### src/rtl/arith_pipe_pkg.sv
// ---------------------------------------------------------------------------
// arith_pipe_pkg
//
// Shared definitions for the arith_pipe family:
//   - op_e      : 2-bit operation encoding carried with every operand beat
//   - LAT_MIN / LAT_MAX : legal range of the pipeline depth parameter
//
// No ports (package).
// ---------------------------------------------------------------------------
package arith_pipe_pkg;

    // Operation selector. The encoding is part of the external interface
    // (the producer drives these raw values on `op`), so it must not change.
    typedef enum logic [1:0] {
        OP_ADD  = 2'd0,  // wrap-around add,      ovf = carry
        OP_SUB  = 2'd1,  // wrap-around subtract, ovf = borrow
        OP_ADDS = 2'd2,  // saturating add (clamps to all-ones)
        OP_SUBS = 2'd3   // saturating subtract (clamps to zero)
    } op_e;

    // Legal pipeline depth, in register stages.
    localparam int LAT_MIN = 1;
    localparam int LAT_MAX = 4;

endpackage : arith_pipe_pkg

### src/rtl/arith_pipe_alu.sv
// ---------------------------------------------------------------------------
// arith_pipe_alu
//
// Purely combinational two-operand unsigned add/subtract unit with
// wrap-around and saturating modes. Shared by the single-channel pipeline
// and its multi-channel variants.
//
// Parameters
//   W      : operand / result width (>= 2)
//
// Ports
//   op_i   in  2 : operation (see arith_pipe_pkg::op_e)
//   a_i    in  W : unsigned operand A
//   b_i    in  W : unsigned operand B
//   y_o    out W : result
//   ovf_o  out 1 : carry (add modes) or borrow (subtract modes)
// ---------------------------------------------------------------------------
module arith_pipe_alu
    import arith_pipe_pkg::*;
#(
    parameter int W = 16
) (
    input  logic [1:0]   op_i,
    input  logic [W-1:0] a_i,
    input  logic [W-1:0] b_i,
    output logic [W-1:0] y_o,
    output logic         ovf_o
);

    // Both results are formed one bit wider than the operands. For the sum
    // the extra MSB is the carry; for the difference the extra MSB is set
    // exactly when a < b, i.e. it is the borrow.
    logic [W:0] sum;
    logic [W:0] diff;
    logic       carry;
    logic       borrow;
    op_e        op_sel;

    always_comb begin
        sum    = {1'b0, a_i} + {1'b0, b_i};
        diff   = {1'b0, a_i} - {1'b0, b_i};
        carry  = sum[W];
        borrow = diff[W];
        op_sel = op_e'(op_i);

        y_o   = sum[W-1:0];
        ovf_o = carry;

        case (op_sel)
            OP_ADD: begin
                y_o   = sum[W-1:0];
                ovf_o = carry;
            end
            OP_SUB: begin
                y_o   = diff[W-1:0];
                ovf_o = borrow;
            end
            OP_ADDS: begin
                y_o   = carry ? {W{1'b1}} : sum[W-1:0];
                ovf_o = carry;
            end
            OP_SUBS: begin
                y_o   = borrow ? {W{1'b0}} : diff[W-1:0];
                ovf_o = borrow;
            end
            default: begin
                y_o   = sum[W-1:0];
                ovf_o = carry;
            end
        endcase
    end

endmodule : arith_pipe_alu

### src/rtl/arith_pipe.sv
// ---------------------------------------------------------------------------
// arith_pipe
//
// Back-pressurable, LAT-stage arithmetic pipeline between an operand
// producer and a result consumer. Each accepted beat carries its own
// operation, so modes can be interleaved freely. Also keeps a sticky
// overflow flag (set at acceptance) and a wrapping delivered-result counter.
//
// Parameters
//   W      : operand / result width (>= 2)
//   LAT    : pipeline depth in register stages (LAT_MIN..LAT_MAX)
//   CNT_W  : width of the delivered-result counter
//
// Ports
//   clk         in  1     : clock
//   rst_n       in  1     : asynchronous active-low reset
//   in_valid    in  1     : operand beat valid
//   in_ready    out 1     : block accepts the beat this cycle
//   op          in  2     : operation, sampled with the beat
//   a, b        in  W     : unsigned operands
//   out_valid   out 1     : result presented
//   out_ready   in  1     : consumer takes the result
//   y           out W     : result
//   y_ovf       out 1     : carry/borrow of the presented result
//   ovf_sticky  out 1     : set by any accepted beat with carry/borrow
//   clr_ovf     in  1     : synchronous clear of ovf_sticky (set wins)
//   res_cnt     out CNT_W : number of delivered results (wraps)
//
// Handshake: a transfer happens on a rising edge where valid && ready are
// both 1. The producer may raise or drop in_valid at will; in_ready does not
// depend on in_valid. A presented result (out_valid = 1) is held stable,
// together with y and y_ovf, until the consumer takes it with out_ready.
// ---------------------------------------------------------------------------
module arith_pipe
    import arith_pipe_pkg::*;
#(
    parameter int W     = 16,
    parameter int LAT   = 2,
    parameter int CNT_W = 8
) (
    input  logic             clk,
    input  logic             rst_n,
    input  logic             in_valid,
    output logic             in_ready,
    input  logic [1:0]       op,
    input  logic [W-1:0]     a,
    input  logic [W-1:0]     b,
    output logic             out_valid,
    input  logic             out_ready,
    output logic [W-1:0]     y,
    output logic             y_ovf,
    output logic             ovf_sticky,
    input  logic             clr_ovf,
    output logic [CNT_W-1:0] res_cnt
);

    // -----------------------------------------------------------------------
    // Combinational ALU feeding stage 0
    // -----------------------------------------------------------------------
    logic [W-1:0] alu_y;
    logic         alu_ovf;

    arith_pipe_alu #(
        .W (W)
    ) u_alu (
        .op_i  (op),
        .a_i   (a),
        .b_i   (b),
        .y_o   (alu_y),
        .ovf_o (alu_ovf)
    );

    // -----------------------------------------------------------------------
    // Stage registers. Index 0 is the entry stage, LAT-1 drives the outputs.
    // -----------------------------------------------------------------------
    logic [LAT-1:0]        vld_q;
    logic [LAT-1:0][W-1:0] y_q;
    logic [LAT-1:0]        ovf_q;

    logic adv;     // whole pipeline moves one position this cycle
    logic accept;  // an operand beat is taken this cycle
    logic deliver; // the consumer takes the presented result this cycle

    // A single global advance: the pipe only stalls when the last stage
    // holds a result the consumer refuses. Bubbles in earlier stages are not
    // squeezed out, which keeps the stall path a single AND/OR and still
    // gives full throughput whenever out_ready is held high.
    assign adv     = !vld_q[LAT-1] || out_ready;
    assign accept  = in_valid && adv;
    assign deliver = vld_q[LAT-1] && out_ready;

    always_ff @(posedge clk or negedge rst_n) begin
        if (!rst_n) begin
            vld_q <= '0;
            y_q   <= '0;
            ovf_q <= '0;
        end else if (adv) begin
            // Stage 0 valid follows in_valid directly: no beat means a bubble.
            vld_q[0] <= in_valid;
            y_q[0]   <= alu_y;
            ovf_q[0] <= alu_ovf;
            for (int i = 1; i < LAT; i++) begin
                vld_q[i] <= vld_q[i-1];
                y_q[i]   <= y_q[i-1];
                ovf_q[i] <= ovf_q[i-1];
            end
        end
    end

    assign in_ready  = adv;
    assign out_valid = vld_q[LAT-1];
    assign y         = y_q[LAT-1];
    assign y_ovf     = ovf_q[LAT-1];

    // -----------------------------------------------------------------------
    // Sticky overflow flag. Set is taken from the ALU at acceptance so that
    // software sees the overflow even while the result is stuck in the pipe.
    // A set in the same cycle as a clear must win, hence the ordering below.
    // -----------------------------------------------------------------------
    logic sticky_q;
    logic sticky_d;

    always_comb begin
        sticky_d = sticky_q;
        if (clr_ovf) begin
            sticky_d = 1'b0;
        end
        if (accept && alu_ovf) begin
            sticky_d = 1'b1;
        end
    end

    // -----------------------------------------------------------------------
    // Delivered-result counter, free-running with natural wrap.
    // -----------------------------------------------------------------------
    logic [CNT_W-1:0] cnt_q;
    logic [CNT_W-1:0] cnt_d;

    always_comb begin
        cnt_d = cnt_q;
        if (deliver) begin
            cnt_d = cnt_q + {{(CNT_W-1){1'b0}}, 1'b1};
        end
    end

    always_ff @(posedge clk or negedge rst_n) begin
        if (!rst_n) begin
            sticky_q <= 1'b0;
            cnt_q    <= '0;
        end else begin
            sticky_q <= sticky_d;
            cnt_q    <= cnt_d;
        end
    end

    assign ovf_sticky = sticky_q;
    assign res_cnt    = cnt_q;

endmodule : arith_pipe

### config.mk
export PLATFORM = sky130hd
export DESIGN_NAME = arith_pipe
export DESIGN_NICKNAME = d
export VERILOG_FILES = /design/src/rtl/arith_pipe_pkg.sv /design/src/rtl/arith_pipe_alu.sv /design/src/rtl/arith_pipe.sv
export SDC_FILE = /design/constraint.sdc
export NUM_CORES = 1
export LEC_CHECK = 0
export CAP_MARGIN = 0
export CORE_ASPECT_RATIO = 1.1
export CORE_MARGIN = 2
export CORE_UTILIZATION = 60
export CTS_BUF_LIST = sky130_fd_sc_hd__clkbuf_4 sky130_fd_sc_hd__clkbuf_8
export DETAILED_ROUTE_END_ITERATION = 8
export PLACE_DENSITY = 0.87
export SLEW_MARGIN = 30
export SYNTH_ARGS = -nofsm -noshare
export SYNTH_HDL_FRONTEND = slang
export SYNTH_HIERARCHICAL = 1
export SYNTH_SLANG_ARGS = --single-unit
### constraint.sdc
create_clock -name clk -period 2.1 [get_ports clk]
set_clock_uncertainty 0.2 [all_clocks]
set_input_delay 0.21 -clock clk [delete_from_list [all_inputs] [get_ports clk]]
set_output_delay 0.21 -clock clk [all_outputs]
set_load 0.01 [all_outputs]
==> results of run 1 <==
-- kinds of logic after synthesis --
family	after synthesis
flip-flops	45
buffers and inverters	64
multiplexers	37
AND/OR/NAND/NOR	91
adder cells (fa/ha/maj)	36
AO/OA/AOI/OAI	108
XOR/XNOR	18
-- metrics by stage --
stage | hold WS (ps) | util (%)
2_1_floorplan | -285.6 | -
3_3_place_gp | 105.9 | 84.08
3_5_place_dp | 119.8 | 84.08
==> impl_metrics.py, run 1 <==
metrics = {
    "synthesis": {
        "muxShareOfSynthArea_pct": 12.48,
        "postSynthRegisterBits": 45,
        "synth_nets": 474,
        "synth_top_family_by_area": "compound AO/OA/AOI/OAI gates",
        "yosysTopAreaCellShare_pct": 29.33,
        "asyncSetResetFlopFracSynth_pct": 100.0,
        "synth_top_area_cell": "sky130_fd_sc_hd__dfrtp_1",
        "yosys-top-cells-area": "sky130_fd_sc_hd__dfrtp_1 29%, sky130_fd_sc_hd__ha_1 11%, sky130_fd_sc_hd__mux2_4 6.6%",
        "unique_masters_post_synth": 70,
        "synth_edf_count": 0,
        "synth_flop_cell": "sky130_fd_sc_hd__dfrtp_1",
        "avgSynthCellArea_sq_um": 9.624,
        "synthAdderAreaFrac_pct": 12.12,
        "synth_compound_gate_area_share_pct": 20.36,
        "synth-simple-area-share_pct": 11.76,
        "yosys_warnings": 6,
        "synthMostInstantiatedCell": "sky130_fd_sc_hd__dfrtp_1",
        "synthXorXnorAreaFrac_pct": 4.106,
        "netlist_top_cells_count": "45 x sky130_fd_sc_hd__dfrtp_1, 34 x sky130_fd_sc_hd__ha_1, 33 x sky130_fd_sc_hd__a21oi_1, 33 x sky130_fd_sc_hd__nor2_1, 29 x sky130_fd_sc_hd__inv_1",
        "mappedNetlistArea_sq_mm": 0.003840,
        "ys_seq_area_share_pct": 29.33,
        "cells_after_synthesis": 399,
    },
    "placed_design": {
        "dp_hpwl_mm": 8.342,
        "place.detailed.instances": 612,
        "placement.setup.worst_slack_ps": -1343,
        "place_area_sq_mm": 0.005207,
        "place.gp.congestion": 0.9325,
        "portBuffers": 66,
    },
    "status": {
        "run_status": "aborted with a tool error",
        "firstError": "[ERROR DPL-0033] detailed placement checks failed during check placement.",
        "stop_stage": "4_1_cts",
    },
    "clock_tree": {
        "cts_setup_buffers": 29,
        "numCtsBuffers": 5,
        "hold_bufs_at_cts": 1,
        "cts_buffer_depth": 2,
        "cts-resized-gates": 166,
        "cts-root-buf": "sky130_fd_sc_hd__clkbuf_8",
        "cts_max_level": 2,
        "cts_sinks": 45,
    },
    "die": {
        "placement_rows": 30,
        "die_y_um": 87.91,
        "chipWidth_um": 80.28,
        "start_util_pct": 62.00,
        "top_level_ports": 67,
    },
}
==> inputs of run 2 (changes only) <==
--- a/config.mk
+++ b/config.mk
@@ -6,12 +6,10 @@
 export NUM_CORES = 1
 export LEC_CHECK = 0
 export CAP_MARGIN = 0
-export CORE_ASPECT_RATIO = 1.1
 export CORE_MARGIN = 2
-export CORE_UTILIZATION = 60
-export CTS_BUF_LIST = sky130_fd_sc_hd__clkbuf_4 sky130_fd_sc_hd__clkbuf_8
+export CORE_UTILIZATION = 40
 export DETAILED_ROUTE_END_ITERATION = 8
-export PLACE_DENSITY = 0.87
+export PLACE_DENSITY_LB_ADDON = 0.15
 export SLEW_MARGIN = 30
 export SYNTH_ARGS = -nofsm -noshare
 export SYNTH_HDL_FRONTEND = slang
==> run 2 against run 1 <==
- the flow now finishes, with violations (negative setup slack)
- synthesized cell count unchanged
- synthesized area unchanged
==> impl_metrics.py, run 2 <==
metrics = {
    "pwr": {
        "leakage_uw": 0.002935,
        "power.net_switching_uw": 1391,
        "peakVddDrop_uv": 373.4,
        "cell_internal_pwr_uw": 2785,
        "share_seq_of_total_power_pct": 31.2,
        "netSwitchingFraction_pct": 33.30,
        "pwr_density_cell_mw_per_mm2": 653.9,
        "comb_power_share_pct": 52.8,
        "clock_power_share_pct": 16.0,
    },
    "die": {
        "chipWidth_um": 102.0,
        "start_util_pct": 41.36,
        "placement_rows": 35,
        "die_area_sq_mm": 0.01040,
        "die_y_um": 102.0,
        "placeableCoreArea_sq_mm": 0.009284,
        "top_level_ports": 67,
    },
    "placed_design": {
        "portBuffers": 66,
        "place.gp.congestion": 0.8759,
        "dp_hpwl_mm": 7.855,
        "placement.setup.worst_slack_ps": -1350,
    },
    "final_layout": {
        "fillerInstances": 740,
        "drive_gt1_share_pct": 53.71,
        "multi_input_comb_area_sq_mm": 0.003077,
        "register_area_sq_mm": 0.001126,
        "areaGrowthSynthToFinish_pct": 66.28,
        "layout.cells.most_common_list": "120 x sky130_fd_sc_hd__buf_4, 45 x sky130_fd_sc_hd__dfrtp_1, 34 x sky130_fd_sc_hd__clkdlybuf4s50_1",
        "most_common_cell_after_layout_fill_and_taps_aside": "sky130_fd_sc_hd__buf_4",
        "num-nets-final": 653,
        "ant_cells": 0,
    },
    "synthesis": {
        "asyncSetResetFlopFracSynth_pct": 100.0,
        "synth_edf_count": 0,
        "yosys-top-cells-area": "sky130_fd_sc_hd__dfrtp_1 29%, sky130_fd_sc_hd__ha_1 11%, sky130_fd_sc_hd__mux2_4 6.6%",
        "ys_seq_area_share_pct": 29.33,
        "synth_top_area_cell": "sky130_fd_sc_hd__dfrtp_1",
        "synthMostInstantiatedCell": "sky130_fd_sc_hd__dfrtp_1",
        "unique_masters_post_synth": 70,
        "synth_nets": 474,
        "cells_after_synthesis": 399,
        "postSynthRegisterBits": 45,
        "avgSynthCellArea_sq_um": 9.624,
        "synth_flop_cell": "sky130_fd_sc_hd__dfrtp_1",
        "yosysTopAreaCellShare_pct": 29.33,
        "netlist_top_cells_count": "45 x sky130_fd_sc_hd__dfrtp_1, 34 x sky130_fd_sc_hd__ha_1, 33 x sky130_fd_sc_hd__a21oi_1, 33 x sky130_fd_sc_hd__nor2_1, 29 x sky130_fd_sc_hd__inv_1",
        "mappedNetlistArea_sq_mm": 0.003840,
        "yosys_warnings": 6,
    },
    "grt": {
        "wire_length_of_the_first_global_routing_pass_mm": 17.50,
        "grt_start_max_net_pins": 46,
        "first_global_vias": 3660,
        "antenna_found_initial": 0,
        "grt-ovfl-total": 0,
        "grt_util_all_layers_pct": 21.17,
    },
    "sta": {
        "timing.final.ws_setup_ps": -517.7,
        "max_slew_vio_count": 0,
        "slew_headroom_pct": 63.97,
        "fmax_mhz": 382.0,
        "rsz0062_at_grt": "true",
        "min_cycle_time_layout_ps": 2618,
        "hold_viol_final": 0,
        "setup-violations-final": 18,
        "worstMarginPinSlew_ps": 540.5,
        "min_period_over_period_pct": 124.7,
        "finalHoldWorstSlack_ps": 270.5,
    },
    "clock_tree": {
        "cts_sinks": 45,
        "cts-root-buf": "sky130_fd_sc_hd__clkbuf_8",
        "numCtsBuffers": 5,
        "cts_max_level": 2,
        "cts_buffer_depth": 2,
        "clock_latency_ps": 290,
        "tritoncts": "built",
        "worst_setup_hold_path_clk_slew_ps": 80,
    },
    "critical_path": {
        "path_cells": "clkdlybuf4s50_1, inv_1, ha_4, a21o_1, a21oi_2, nor2_1, nor2_1, buf_4, o211ai_4, nor2_4, buf_6, nor2_1, a22o_1, mux2_2",
        "timing.setup.critical_path_class": "primary input to register",
        "critical-path-top-cell-by-count": "sky130_fd_sc_hd__nor2_1",
        "critPathCaptureType": "register",
        "startpoint_type": "primary input",
        "crit_path_max_fanout": 7,
        "cp_slowest_stage_delay_ps": 500,
        "critPathRequiredTime_ps": 2090,
        "critical_path.slowest_cell": "sky130_fd_sc_hd__clkdlybuf4s50_1",
        "worst_r2r_startpoint": "vld_q[1]",
        "timing.critical_path.arrival_ps": 2610,
        "startpoint": "b[12]",
    },
    "run": {
        "drv_cap": 0,
    },
    "routing": {
        "first_pass_iters": 4,
        "postRouteWirelength_mm": 10.78,
        "viasPerCell": 5.052,
        "detail_route.wl_per_cell_um": 15.23,
        "ant_nets": 0,
        "initialDrtViolationCount": 155,
        "drc": 0,
        "detailroute.via_count": 3577,
    },
    "status": {
        "failing_checks": "negative setup slack",
        "run_status": "finished with violations",
    },
    "min_path": {
        "hp-start": "res_cnt[7]",
        "hold_path_class": "register to register",
    },
}
run 2: cell families after synthesis:
family,Yosys count,share of synthesized area [%]
buffers and inverters,64,9.840
XOR/XNOR,18,4.106
adder cells (fa/ha/maj),36,12.12
AO/OA/AOI/OAI,108,20.37
flip-flops,45,29.33
multiplexers,37,12.48
AND/OR/NAND/NOR,91,11.76
run 2: power by group through the flow:
stage | Sequential (uW) | Clock (uW) | Combinational, uW
finish | 1300 | 669 | 2200
floorplan | 1290 | 0 | 1110
global placement | 1310 | 0 | 1800
detailed placement | 1320 | 0 | 1820
CTS | 1300 | 686 | 2080
global route | 1340 | 730 | 2370
run 2: layout make-up:
type	instances	share of cell area, %
clock inverter	1	0.4703
multi-input combinational	290	48.19
sequential	45	17.64
inverter	32	2.116
clock buffer	7	1.352
tap	129	2.528
timing repair buffer	204	27.71
run 2: metrics by stage:
step           power (uW)  std cells  instance area [sq um]  TNS (ps)  utilization, %
2_1_floorplan        2404        399                   3954     -7550               -
3_3_place_gp         3110        668                   5334    -21020           57.45
3_5_place_dp         3141        668                   5334    -22230           57.45
4_1_cts              4070        697                   6100     -7511           65.70
5_1_grt              4444        708                   6385     -8349           68.77
6_report             4175        708                   6385     -7068           68.77
run 2: what timing repair did:
action	4_1_cts	5_1_grt
buffers inserted	20	13
resized for setup	139	70
cloned	0	0
endpoints found under the setup margin	18	18
hold endpoints to repair	45	0
hold buffers	1	0
pin swaps	44	43
run 2: critical path: cells and delay by family:
kind / cells / cell delay (ps)
buffers and inverters: 4 / 870
multiplexers: 1 / 260
AO/OA/AOI/OAI: 4 / 680
adder cells (fa/ha/maj): 1 / 160
AND/OR/NAND/NOR: 4 / 440
run 2: metal layers:
layer	routed length [um]	global-route usage [%]	vias up
li1	-	-	1762
met1	4996	28.06	1717
met2	5218	36.49	78
met3	306	1.915	20
met4	262	6.872	0
met5	0	0	-
run 2: path summary, 6_finish.rpt:
kind	endpoint	slack (ps)	cells after the start
max	y_q[4]	-520	14
min	res_cnt[7]	270	1
max reg2reg	y_q[12]	650	3
min reg2reg	res_cnt[7]	270	1
max in group asynchronous	res_cnt[2]	1020	3
min in group asynchronous	y[10]	300	3
Note: power is estimated with default switching activity, not from simulation.
==> inputs of run 3 (changes only) <==
--- a/config.mk
+++ b/config.mk
@@ -13,5 +13,4 @@
 export SLEW_MARGIN = 30
 export SYNTH_ARGS = -nofsm -noshare
 export SYNTH_HDL_FRONTEND = slang
-export SYNTH_HIERARCHICAL = 1
 export SYNTH_SLANG_ARGS = --single-unit
==> run 3 against run 2 <==
- the flow still finishes with violations (negative setup slack)
- synthesized area is 1.9% higher
- cell count grew 12%
- setup slack improved by 330 ps
- fmax rose by 14%
- critical path depth fell by 4
- die area grew 1.8%
- final area rose by 0.78%
- core utilization is 2.0 points lower
- worst hold slack got worse by 4.3 ps
- sequential share of layout area fell by 0.14 points
- via count rose by 13%
- first-iteration DRC count decreased by 25%
- critical path type unchanged
==> impl_metrics.py, run 3 <==
metrics = {
    "status": {
        "run_status": "finished with violations",
        "failing_checks": "negative setup slack",
    },
    "placed_design": {
        "placement.setup.worst_slack_ps": -1107,
        "dp_hpwl_mm": 9.174,
        "place.detailed.instances": 755,
        "place.gp.congestion": 0.8972,
        "portBuffers": 66,
    },
    "grt": {
        "wire_length_of_the_first_global_routing_pass_mm": 19.44,
        "grt_start_max_net_pins": 46,
        "antenna_found_initial": 0,
        "grt-ovfl-total": 0,
        "grt_util_all_layers_pct": 23.32,
        "first_global_vias": 4011,
    },
    "synthesis": {
        "synthMostInstantiatedCell": "sky130_fd_sc_hd__nand2_1",
        "synth_top_area_cell": "sky130_fd_sc_hd__dfrtp_1",
        "yosysTopAreaCellShare_pct": 28.79,
        "synth-simple-area-share_pct": 20.51,
        "asyncSetResetFlopFracSynth_pct": 100.0,
        "synth_edf_count": 0,
        "synthAdderAreaFrac_pct": 11.90,
        "postSynthRegisterBits": 45,
        "synth_compound_gate_area_share_pct": 23.13,
        "unique_masters_post_synth": 73,
        "netlist_top_cells_count": "81 x sky130_fd_sc_hd__nand2_1, 45 x sky130_fd_sc_hd__dfrtp_1, 34 x sky130_fd_sc_hd__ha_1, 33 x sky130_fd_sc_hd__nor2_1, 31 x sky130_fd_sc_hd__inv_1",
        "synth_flop_cell": "sky130_fd_sc_hd__dfrtp_1",
        "avgSynthCellArea_sq_um": 8.165,
        "ys_seq_area_share_pct": 28.79,
        "yosys_warnings": 0,
        "mappedNetlistArea_sq_mm": 0.003911,
        "muxShareOfSynthArea_pct": 0.5758,
        "cells_after_synthesis": 479,
        "yosys-top-cells-area": "sky130_fd_sc_hd__dfrtp_1 29%, sky130_fd_sc_hd__ha_1 11%, sky130_fd_sc_hd__nand2_1 7.8%",
        "synth_nets": 554,
        "synthXorXnorAreaFrac_pct": 6.046,
        "synth_top_family_by_area": "compound AO/OA/AOI/OAI gates",
    },
    "final_layout": {
        "ant_cells": 0,
        "post_layout_instance_count_excluding_filler_cells": 792,
        "register_area_sq_mm": 0.001126,
        "fillerInstances": 852,
        "drive_gt1_share_pct": 44.01,
        "num-nets-final": 734,
        "areaGrowthSynthToFinish_pct": 64.52,
        "layout.cells.most_common_list": "126 x sky130_fd_sc_hd__buf_4, 76 x sky130_fd_sc_hd__nand2_1, 45 x sky130_fd_sc_hd__dfrtp_1",
        "most_common_cell_after_layout_fill_and_taps_aside": "sky130_fd_sc_hd__buf_4",
        "multi_input_comb_area_sq_mm": 0.003108,
    },
    "sta": {
        "min_cycle_time_layout_ps": 2290,
        "tns_ps": -1757,
        "hold_viol_final": 0,
        "setup-violations-final": 17,
        "min_period_over_period_pct": 109.0,
        "fmax_mhz": 436.7,
        "rsz0062_at_grt": "true",
        "slew_headroom_pct": 61.69,
        "timing.final.ws_setup_ps": -189.8,
        "max_slew_vio_count": 0,
        "worstMarginPinSlew_ps": 574.6,
    },
    "critical_path": {
        "startpoint_type": "primary input",
        "timing.setup.critical_path_class": "primary input to register",
        "timing.critical_path.arrival_ps": 2290,
        "critPathRequiredTime_ps": 2100,
        "critPathCaptureType": "register",
        "crit_path_max_fanout": 2,
    },
    "die": {
        "top_level_ports": 67,
        "die_area_sq_mm": 0.01059,
        "placeableCoreArea_sq_mm": 0.009639,
        "start_util_pct": 40.58,
        "chipWidth_um": 102.9,
        "die_y_um": 102.9,
        "placement_rows": 36,
    },
    "clock_tree": {
        "cts-root-buf": "sky130_fd_sc_hd__clkbuf_8",
        "cts_max_level": 2,
        "clock_latency_ps": 300,
        "tritoncts": "built",
        "cts_buffer_depth": 2,
        "numCtsBuffers": 5,
        "cts_sinks": 45,
        "worst_setup_hold_path_clk_slew_ps": 80,
    },
    "routing": {
        "detail_route.wl_per_cell_um": 15.30,
        "postRouteWirelength_mm": 12.12,
        "detailroute.via_count": 4059,
        "drc": 0,
        "viasPerCell": 5.125,
        "first_pass_iters": 4,
        "ant_nets": 0,
        "initialDrtViolationCount": 117,
    },
    "run": {
        "drv_cap": 0,
    },
    "pwr": {
        "leakage_uw": 0.002907,
        "power_uw": 4017,
        "peakVddDrop_uv": 310.3,
        "pwr_density_cell_mw_per_mm2": 624.2,
    },
    "min_path": {
        "hold_path_class": "register to register",
    },
}
## run 3: changes by cell type in the layout (fill, tap and decap cells not counted), moves of 6 or more
cell                             delta
sky130_fd_sc_hd__nand2_1           +59
sky130_fd_sc_hd__mux2_4            -27
sky130_fd_sc_hd__xnor2_1           +12
sky130_fd_sc_hd__dlymetal6s2s_1    -10
sky130_fd_sc_hd__mux2_2             -7
sky130_fd_sc_hd__o21ai_0            +7
sky130_fd_sc_hd__buf_4              +6
## run 3: final timing paths
check                          end  slack, ps  depth (start not counted)      from
min                          y[12]        270                          2     y[12]
max reg2reg                y_q[14]        160                          7  vld_q[1]
min reg2reg                  y[12]        270                          2     y[12]
max                        y_q[15]       -190                         10      a[0]
min in group asynchronous     y[3]        320                          3     rst_n
max in group asynchronous  y_q[10]        980                          3     rst_n
## run 3: report_power, final
group / leakage, uW / internal (uW) / switching (uW)
registers: 0.000554 / 1100 / 177
clock network: 0.0000540 / 346 / 289
logic: 0.00230 / 1140 / 966
total: 0.00291 / 2590 / 1430
## run 3: cell type report
cell class	count	share of cell area [%]
clock inverters	2	0.5444
multi-input cells	361	48.30
flip-flops and latches	45	17.50
repair buffers	212	27.75
inverters	34	2.255
clock buffers	5	1.069
well taps	133	2.586
## run 3: critical path, cell delays in order
cell,delay [ps]
sky130_fd_sc_hd__buf_12,100
sky130_fd_sc_hd__inv_12,30
sky130_fd_sc_hd__ha_4,150
sky130_fd_sc_hd__fa_2,350
sky130_fd_sc_hd__nand2b_4,150
sky130_fd_sc_hd__a211o_1,310
sky130_fd_sc_hd__a211oi_4,270
sky130_fd_sc_hd__a21oi_2,100
sky130_fd_sc_hd__or4_4,540
sky130_fd_sc_hd__o311ai_2,90
## run 3: stage by stage
step                      hold slack, ps  instance area [sq um]  utilization, %
after detailed placement           129.5                   5542           57.49
final                              266.2                   6435           66.76
after global placement             124.8                   5542           57.49
after global routing               272.4                   6435           66.76
after floorplan                   -285.6                   4059               -
after CTS                          274.1                   6270           65.04
## run 3: cells by family (layout without fill, tap and decap cells)
logic type                 count (synthesis)  after routing
muxes                                      2              2
xor gates and xnor gates                  27             27
AOI/OAI and AO/OA                        127            127
DFF                                       45             45
adders and majority gates                 36             36
and+or+nand+nor                          169            169
buffers and inverters                     73            253
## run 3: what timing repair did
action                     in CTS  in global routing
buffers inserted               26                  5
hold endpoints to repair       45                  0
hold buffers                    1                  0
setup endpoints to repair      19                 19
resized for setup             162                 58
gates cloned                    0                  0
pin swaps                      61                 37
## run 3: per-layer routing
metal | wire (um) | vias up | global-route usage, % | share of wire, %
li1 | - | 2013 | - | -
met1 | 5399 | 1937 | 30.33 | 45
met2 | 6096 | 93 | 41.41 | 50
met3 | 407 | 16 | 1.559 | 3.4
met4 | 213 | 0 | 7.186 | 1.8
met5 | 0 | - | 0 | 0
